`src/rtl/lc3_pkg.sv`:
```
// Shared types and constants for the LC-3 interrupt controller.
package lc3_pkg;

    localparam int unsigned PRIO_W       = 3;
    localparam int unsigned VEC_W        = 8;
    localparam int unsigned IDX_W        = 4;
    localparam logic [VEC_W-1:0] VEC_BASE_DEF = 8'h80;

    typedef enum logic [1:0] {
        StIdle,
        StReq,
        StHold
    } state_e;

endpackage

```
`src/rtl/lc3_prio_arbiter.sv`:
```
// Picks the highest-priority eligible source; ties go to the lowest index.
module lc3_prio_arbiter
    import lc3_pkg::*;
#(
    parameter int unsigned NUM_SRC = 4
) (
    input  logic [NUM_SRC-1:0]        elig_i,
    input  logic [NUM_SRC*PRIO_W-1:0] prio_i,
    output logic                      valid_o,
    output logic [IDX_W-1:0]          idx_o,
    output logic [PRIO_W-1:0]         prio_o
);

    always_comb begin
        valid_o = 1'b0;
        idx_o   = '0;
        prio_o  = '0;
        // Strict '>' while scanning upwards keeps the lowest index on a tie.
        for (int k = 0; k < NUM_SRC; k++) begin
            if (elig_i[k] && (!valid_o || (prio_i[k*PRIO_W +: PRIO_W] > prio_o))) begin
                valid_o = 1'b1;
                idx_o   = IDX_W'(k);
                prio_o  = prio_i[k*PRIO_W +: PRIO_W];
            end
        end
    end

endmodule

```
`src/rtl/lc3_int_ctrl.sv`:
```
// LC-3 interrupt controller: per-source level/edge capture, priority arbitration
// and a registered request/acknowledge handshake towards the control FSM.
module lc3_int_ctrl
    import lc3_pkg::*;
#(
    parameter int unsigned        NUM_SRC  = 4,
    parameter logic [VEC_W-1:0]   VEC_BASE = VEC_BASE_DEF,
    parameter logic [NUM_SRC-1:0] EDGE_RST = '0
) (
    input  logic               clk,
    input  logic               rst,
    input  logic [NUM_SRC-1:0] irq,
    input  logic               cfg_we,
    input  logic [3:0]         cfg_idx,
    input  logic               cfg_en,
    input  logic               cfg_edge,
    input  logic [2:0]         cfg_prio,
    input  logic [2:0]         cur_prio,
    input  logic               int_ack,
    output logic               int_req,
    output logic [2:0]         int_prio,
    output logic [7:0]         int_vec,
    output logic [NUM_SRC-1:0] pending
);

    state_e state_q, state_d;

    logic [NUM_SRC-1:0]             en_q, en_d;
    logic [NUM_SRC-1:0]             edge_mode_q, edge_mode_d;
    logic [NUM_SRC-1:0][PRIO_W-1:0] prio_q, prio_d;
    logic [NUM_SRC-1:0]             irq_prev_q;
    logic [NUM_SRC-1:0]             edge_pend_q, edge_pend_d;
    logic [IDX_W-1:0]               win_idx_q, win_idx_d;
    logic [PRIO_W-1:0]              int_prio_q, int_prio_d;
    logic [VEC_W-1:0]               int_vec_q, int_vec_d;

    logic [NUM_SRC-1:0] eligible;
    logic [NUM_SRC-1:0] ack_clr;
    logic               win_elig;
    logic               arb_valid;
    logic [IDX_W-1:0]   arb_idx;
    logic [PRIO_W-1:0]  arb_prio;

    always_comb begin
        pending  = '0;
        eligible = '0;
        win_elig = 1'b0;
        for (int k = 0; k < NUM_SRC; k++) begin
            pending[k]  = rst & (edge_mode_q[k] ? edge_pend_q[k] : irq[k]);
            eligible[k] = pending[k] & en_q[k] & (prio_q[k] > cur_prio);
            if (win_idx_q == IDX_W'(k)) begin
                win_elig = eligible[k];
            end
        end
    end

    lc3_prio_arbiter #(
        .NUM_SRC (NUM_SRC)
    ) u_arb (
        .elig_i  (eligible),
        .prio_i  (prio_q),
        .valid_o (arb_valid),
        .idx_o   (arb_idx),
        .prio_o  (arb_prio)
    );

    always_comb begin
        state_d    = state_q;
        win_idx_d  = win_idx_q;
        int_prio_d = int_prio_q;
        int_vec_d  = int_vec_q;
        ack_clr    = '0;
        unique case (state_q)
            StIdle: begin
                if (arb_valid) begin
                    state_d    = StReq;
                    win_idx_d  = arb_idx;
                    int_prio_d = arb_prio;
                    int_vec_d  = VEC_BASE + VEC_W'(arb_idx);
                end
            end
            StReq: begin
                // Ack takes precedence over a simultaneous loss of eligibility.
                if (int_ack) begin
                    state_d = StHold;
                    for (int k = 0; k < NUM_SRC; k++) begin
                        ack_clr[k] = (win_idx_q == IDX_W'(k));
                    end
                end else if (!win_elig) begin
                    state_d = StIdle;
                end
            end
            StHold:  state_d = StIdle;
            default: state_d = StIdle;
        endcase
    end

    always_comb begin
        en_d        = en_q;
        edge_mode_d = edge_mode_q;
        prio_d      = prio_q;
        // A fresh rising edge beats the ack-clear of the same source.
        edge_pend_d = edge_mode_q & ((edge_pend_q & ~ack_clr) | (irq & ~irq_prev_q));
        if (cfg_we) begin
            for (int k = 0; k < NUM_SRC; k++) begin
                if (cfg_idx == IDX_W'(k)) begin
                    en_d[k]        = cfg_en;
                    edge_mode_d[k] = cfg_edge;
                    prio_d[k]      = cfg_prio;
                    if (!cfg_edge) begin
                        edge_pend_d[k] = 1'b0;
                    end
                end
            end
        end
    end

    always_ff @(posedge clk or negedge rst) begin
        if (!rst) begin
            state_q     <= StIdle;
            en_q        <= '0;
            edge_mode_q <= EDGE_RST;
            prio_q      <= '0;
            irq_prev_q  <= '0;
            edge_pend_q <= '0;
            win_idx_q   <= '0;
            int_prio_q  <= '0;
            int_vec_q   <= '0;
        end else begin
            state_q     <= state_d;
            en_q        <= en_d;
            edge_mode_q <= edge_mode_d;
            prio_q      <= prio_d;
            irq_prev_q  <= irq;
            edge_pend_q <= edge_pend_d;
            win_idx_q   <= win_idx_d;
            int_prio_q  <= int_prio_d;
            int_vec_q   <= int_vec_d;
        end
    end

    assign int_req  = (state_q == StReq);
    assign int_prio = int_prio_q;
    assign int_vec  = int_vec_q;

endmodule

```
`config.mk`:
```
export PLATFORM = sky130hd
export DESIGN_NAME = lc3_int_ctrl
export DESIGN_NICKNAME = d
export VERILOG_FILES = /design/src/rtl/lc3_pkg.sv /design/src/rtl/lc3_prio_arbiter.sv /design/src/rtl/lc3_int_ctrl.sv
export SDC_FILE = /design/constraint.sdc
export NUM_CORES = 1
export LEC_CHECK = 0
export ABC_AREA = 0
export BUFFER_PORTS_ARGS = -buffer_cell sky130_fd_sc_hd__buf_2
export CAP_MARGIN = 20
export CELL_PAD_IN_SITES_DETAIL_PLACEMENT = 0
export CELL_PAD_IN_SITES_GLOBAL_PLACEMENT = 1
export CORE_MARGIN = 3
export CORE_UTILIZATION = 41
export CTS_CLUSTER_SIZE = 14
export DETAILED_ROUTE_END_ITERATION = 6
export PLACE_DENSITY_LB_ADDON = 0.1
export SLEW_MARGIN = 10
export SYNTH_ARGS = -nofsm -noshare
export SYNTH_HDL_FRONTEND = slang
export SYNTH_HIERARCHICAL = 1
export SYNTH_SLANG_ARGS = --single-unit
```
`constraint.sdc`:
```
create_clock -name clk -period 14.44 [get_ports clk]
set_input_delay 2.888 -clock clk [delete_from_list [all_inputs] [get_ports clk]]
set_output_delay 2.888 -clock clk [all_outputs]
set_load 0.01 [all_outputs]
```
==> results.md <==
Logic synthesis:
- The most used flip-flop cell after synthesis is sky130_fd_sc_hd__dfrtp_1.
- The per-instance average area after synthesis is roughly 11 um2.
- Yosys mapped a number of flops with a built-in enable equal to 0.
- Summing the sequential cell areas from Yosys gives 40.7% of the chip area.
- The post-synthesis cell count is about 220.
- The count of synthesis-stage warnings from yosys is 6.
- After synthesis, the netlist uses 46 different library cells.
- Of all flip-flops after synthesis, the portion carrying an async set or reset was 100%.
- The cell area after synthesis is about 2300 um2.
- The total of flip-flops plus latches after synthesis is 38.

Pwr:
- For this design the ratio of total power to cell area is 131 nW/um2.
- For this design the static power due to leakage is 1.25 nW.
- IR analysis of the VDD net gives a maximum drop of approximately 0.000060 V.

Outcome:
- The flow ran to the end, and the final reports show no timing, DRC or antenna violations.

Global route:
- The global-route congestion overflow total is 0.
- The pin count of the biggest net entering global routing is 47.
- The number of global-route vias before repair is about 1,700.
- The number of antenna violations at the first check in global routing was 0.
- Global routing consumed, over all layers together, ~17% of the routing resources.
- The first global-routing pass estimated between 8000 and 9000 um of wire.

STA:
- Timing would allow up to 128 MHz.
- The clock period could shrink to 7.82 ns.
- Setup repair after global routing left no endpoint under its margin.
- The worst slew slack as a fraction of its limit is roughly 54%.
- At the pin with the least slew margin, the transition time is about 0.68 ns.
- The final hold violation count is 0.
- Setup violations remaining at the end of the flow were counted as 0.
- The number of pins with negative max-slew slack in the final report is 0.
- The setup TNS after final layout is 0 ns.
- The clock arrives with approximately 0.0079 ns of skew.
- The minimum setup slack in the final design is between 6 and 7 ns.
- The worst path uses a little over half of the clock period.

Final layout:
- Of the cells placed in the final design, the portion with a size suffix greater than 1 is roughly 28%.
- The area added between synthesis and finish is 13.9%.
- The number of nets in the layout is between 200 and 300.
- Leaving out fill and tap cells, the most frequent cell in the layout is sky130_fd_sc_hd__dfrtp_1.
- The library cells used most frequently in the layout, excluding fill and tap cells, are 38 x sky130_fd_sc_hd__dfrtp_1, 32 x sky130_fd_sc_hd__buf_2, 21 x sky130_fd_sc_hd__mux2_2, 21 x sky130_fd_sc_hd__ha_1, 14 x sky130_fd_sc_hd__nand2_1.
- The number of antenna diodes in the final layout is 0.

Clocking:
- The number of hold buffers added after CTS is 0.
- The total clock buffers created by CTS is 5.
- Gates resized during post-CTS repair numbered 0.
- The maximum number of buffers from clock root to sink is 2.
- For the worst-skew pair, the clock arrives at the later sink with an insertion delay of approximately 0.29 ns.
- For this design, the sink count on the clock tree is 38.
- The root buffer cell is sky130_fd_sc_hd__clkbuf_8.
- TritonCTS built the clock tree.
- The deepest level of the CTS H-tree is 2.
- The clock input transition at the sequential cells of the worst setup and hold paths is 0.07 ns.
- The number of setup buffers added after CTS is 0.

Critical path:
- The worst setup path is captured at a register.
- The maximum single-stage delay on the critical path is approximately 0.46 ns.
- The critical path goes through buf_2, buf_4, nand4b_1, nor2b_1, nand2_1, ha_1, and3b_1, o21ai_1, or2_1, a32oi_1, ha_1, a21oi_1, a21oi_1, o21ai_4, nor2_1, a21o_1, ha_1, a21oi_1, a32oi_1, o21ai_2, and2_4, inv_2, o221a_2, mux2_2.
- The category of cells accounting for the largest share of critical-path delay is compound AO/OA/AOI/OAI gates.
- The worst setup path is launched from a primary input.
- The critical path is of the in2reg type.
- The worst path required time is 14.61 ns.
- The slowest library cell on the worst path is sky130_fd_sc_hd__nor2b_1.
- The highest net fanout along the worst path is 46.
- The data arrival time of the worst path is 7.99 ns.
- Together, buffers and inverters on the worst path number 3.

Drt:
- The met1 wire length is between 2000 and 3000 um.
- The uppermost metal layer occupied by signal nets is met4.
- After detailed routing, the met3 layer carries ~200 um of wire.
- The sum of routed wire length over all layers is between 4000 and 5000 um.
- After the first detailed-routing iteration, the DRC count stood at 48.
- Summing over every cut layer, the via total after detailed routing is roughly 1,700.
- The first-pass iteration count of the detailed router is 4.
- Dividing the detail-routed via count by the number of cells gives roughly 5.2.
- For this run, design rule violations remaining after detail routing come to 0.
- In the final routed layout, each cell accounts on average for roughly 15 um.
- The total length of routed met2 wires is around 2200 um.
- The detail route stage leaves a number of antenna-violating nets equal to 0.

Placed design:
- Routability-driven placement finished with a final weighted congestion of around 0.77.
- The worst setup slack after placement is approximately 6.3 ns.
- Detailed placement finished with a half-perimeter wire length of 3880 um.
- The number of port buffers is 32.

Floorplan:
- 36 I/O pins were placed.
- In this run the horizontal extent of the chip is 81.5 um.
- Row generation in the floorplan step produced 26 rows.
- The effective utilization at floorplan is 44.1%.
- The area of the placeable core is approximately 5300 um2.
- The floorplan step set the die height to between 80 and 90 um.
- The area enclosed by the die boundary is ~6600 um2.

Hold path:
- The class of the most critical hold timing path is reg2reg.

Flow run:
- The tool flagged a number of max-cap violations equal to 0.
[per-stage QoR]
| step | util [%] | cells | power (mW) | area [um2] | hold WS, ns |
|---|---|---|---|---|---|
| after floorplan | - | 224 | 0.229 | 2350 | 0.470 |
| after global placement | 48.2 | 321 | 0.265 | 2550 | 0.447 |
| after detailed placement | 48.2 | 321 | 0.265 | 2550 | 0.456 |
| after CTS | 50.2 | 329 | 0.354 | 2660 | 0.472 |
| after global routing | 50.2 | 329 | 0.377 | 2660 | 0.508 |
| final | 50.2 | 329 | 0.349 | 2660 | 0.473 |
[metal layers]
metal  GRT usage, %  up-vias
met2           26.5       38
met1           25.0      802
li1               -      865
met5              0        -
met4           5.07        0
met3           2.63        8
[synth_stat cells, types with 4 or more instances]
cell type | count | area [um2]
sky130_fd_sc_hd__mux2i_1 | 4 | 40.0
sky130_fd_sc_hd__nand3_1 | 6 | 30.0
sky130_fd_sc_hd__nand3b_1 | 4 | 30.0
sky130_fd_sc_hd__o21ai_0 | 13 | 65.1
sky130_fd_sc_hd__buf_4 | 5 | 37.5
sky130_fd_sc_hd__nor2_1 | 8 | 30.0
sky130_fd_sc_hd__nand4b_1 | 5 | 43.8
sky130_fd_sc_hd__nor2b_1 | 8 | 50.1
sky130_fd_sc_hd__dfrtp_1 | 38 | 951
sky130_fd_sc_hd__ha_1 | 21 | 263
sky130_fd_sc_hd__inv_1 | 13 | 48.8
sky130_fd_sc_hd__a21oi_1 | 11 | 55.1
sky130_fd_sc_hd__mux2_2 | 21 | 236
sky130_fd_sc_hd__nand2_1 | 14 | 52.6
sky130_fd_sc_hd__nand2b_1 | 6 | 37.5
[worst paths after layout]
check	startpoint	end	slack, ns	depth (start not counted)
max in group asynchronous	rst	prio_q[8]	11.39	2
max	rst	int_prio[0]	6.62	24
min in group asynchronous	rst	irq_prev_q[0]	2.66	2
min	int_vec[7]	int_vec[7]	0.47	1
max reg2reg	prio_q[2]	int_prio[0]	9.00	24
min reg2reg	int_vec[7]	int_vec[7]	0.47	1
[cell type report]
cell class,count,area [um2]
fill,508,2640
multi-input combinational,166,1300
sequential,38,951
timing repair buffer,33,168
tap,70,87.6
clock buffer,7,76.3
inverter,14,52.6
clock inverter,1,30.0
[power breakdown]
group          internal [mW]  total (mW)  switching [mW]  leakage [nW]
clock network         0.0517      0.0870          0.0353        0.0524
logic                 0.0550       0.109          0.0539         0.727
registers              0.130       0.153          0.0229         0.475
[state kept, by name, indices dropped and copies added (netlist names)]
| register | count |
|---|---|
| edge_mode_q | 4 |
| edge_pend_q | 4 |
| en_q | 4 |
| int_prio | 3 |
| int_vec | 2 |
| irq_prev_q | 4 |
| prio_q | 12 |
| state_q | 2 |
| win_idx_q | 3 |
[cells by family (layout without fill, tap and decap cells)]
| group | Yosys count | in the layout | synth area share, % |
|---|---|---|---|
| buffers and inverters | 20 | 55 | 4.34 |
| muxes | 26 | 26 | 12.5 |
| AOI/OAI and AO/OA | 42 | 42 | 12.2 |
| other | 2 | 5 | 0.321 |
| DFF | 38 | 38 | 40.7 |
| and+or+nand+nor | 72 | 72 | 18.8 |
| adders and majority gates | 21 | 21 | 11.2 |
Power figures use the tool's default switching activity.
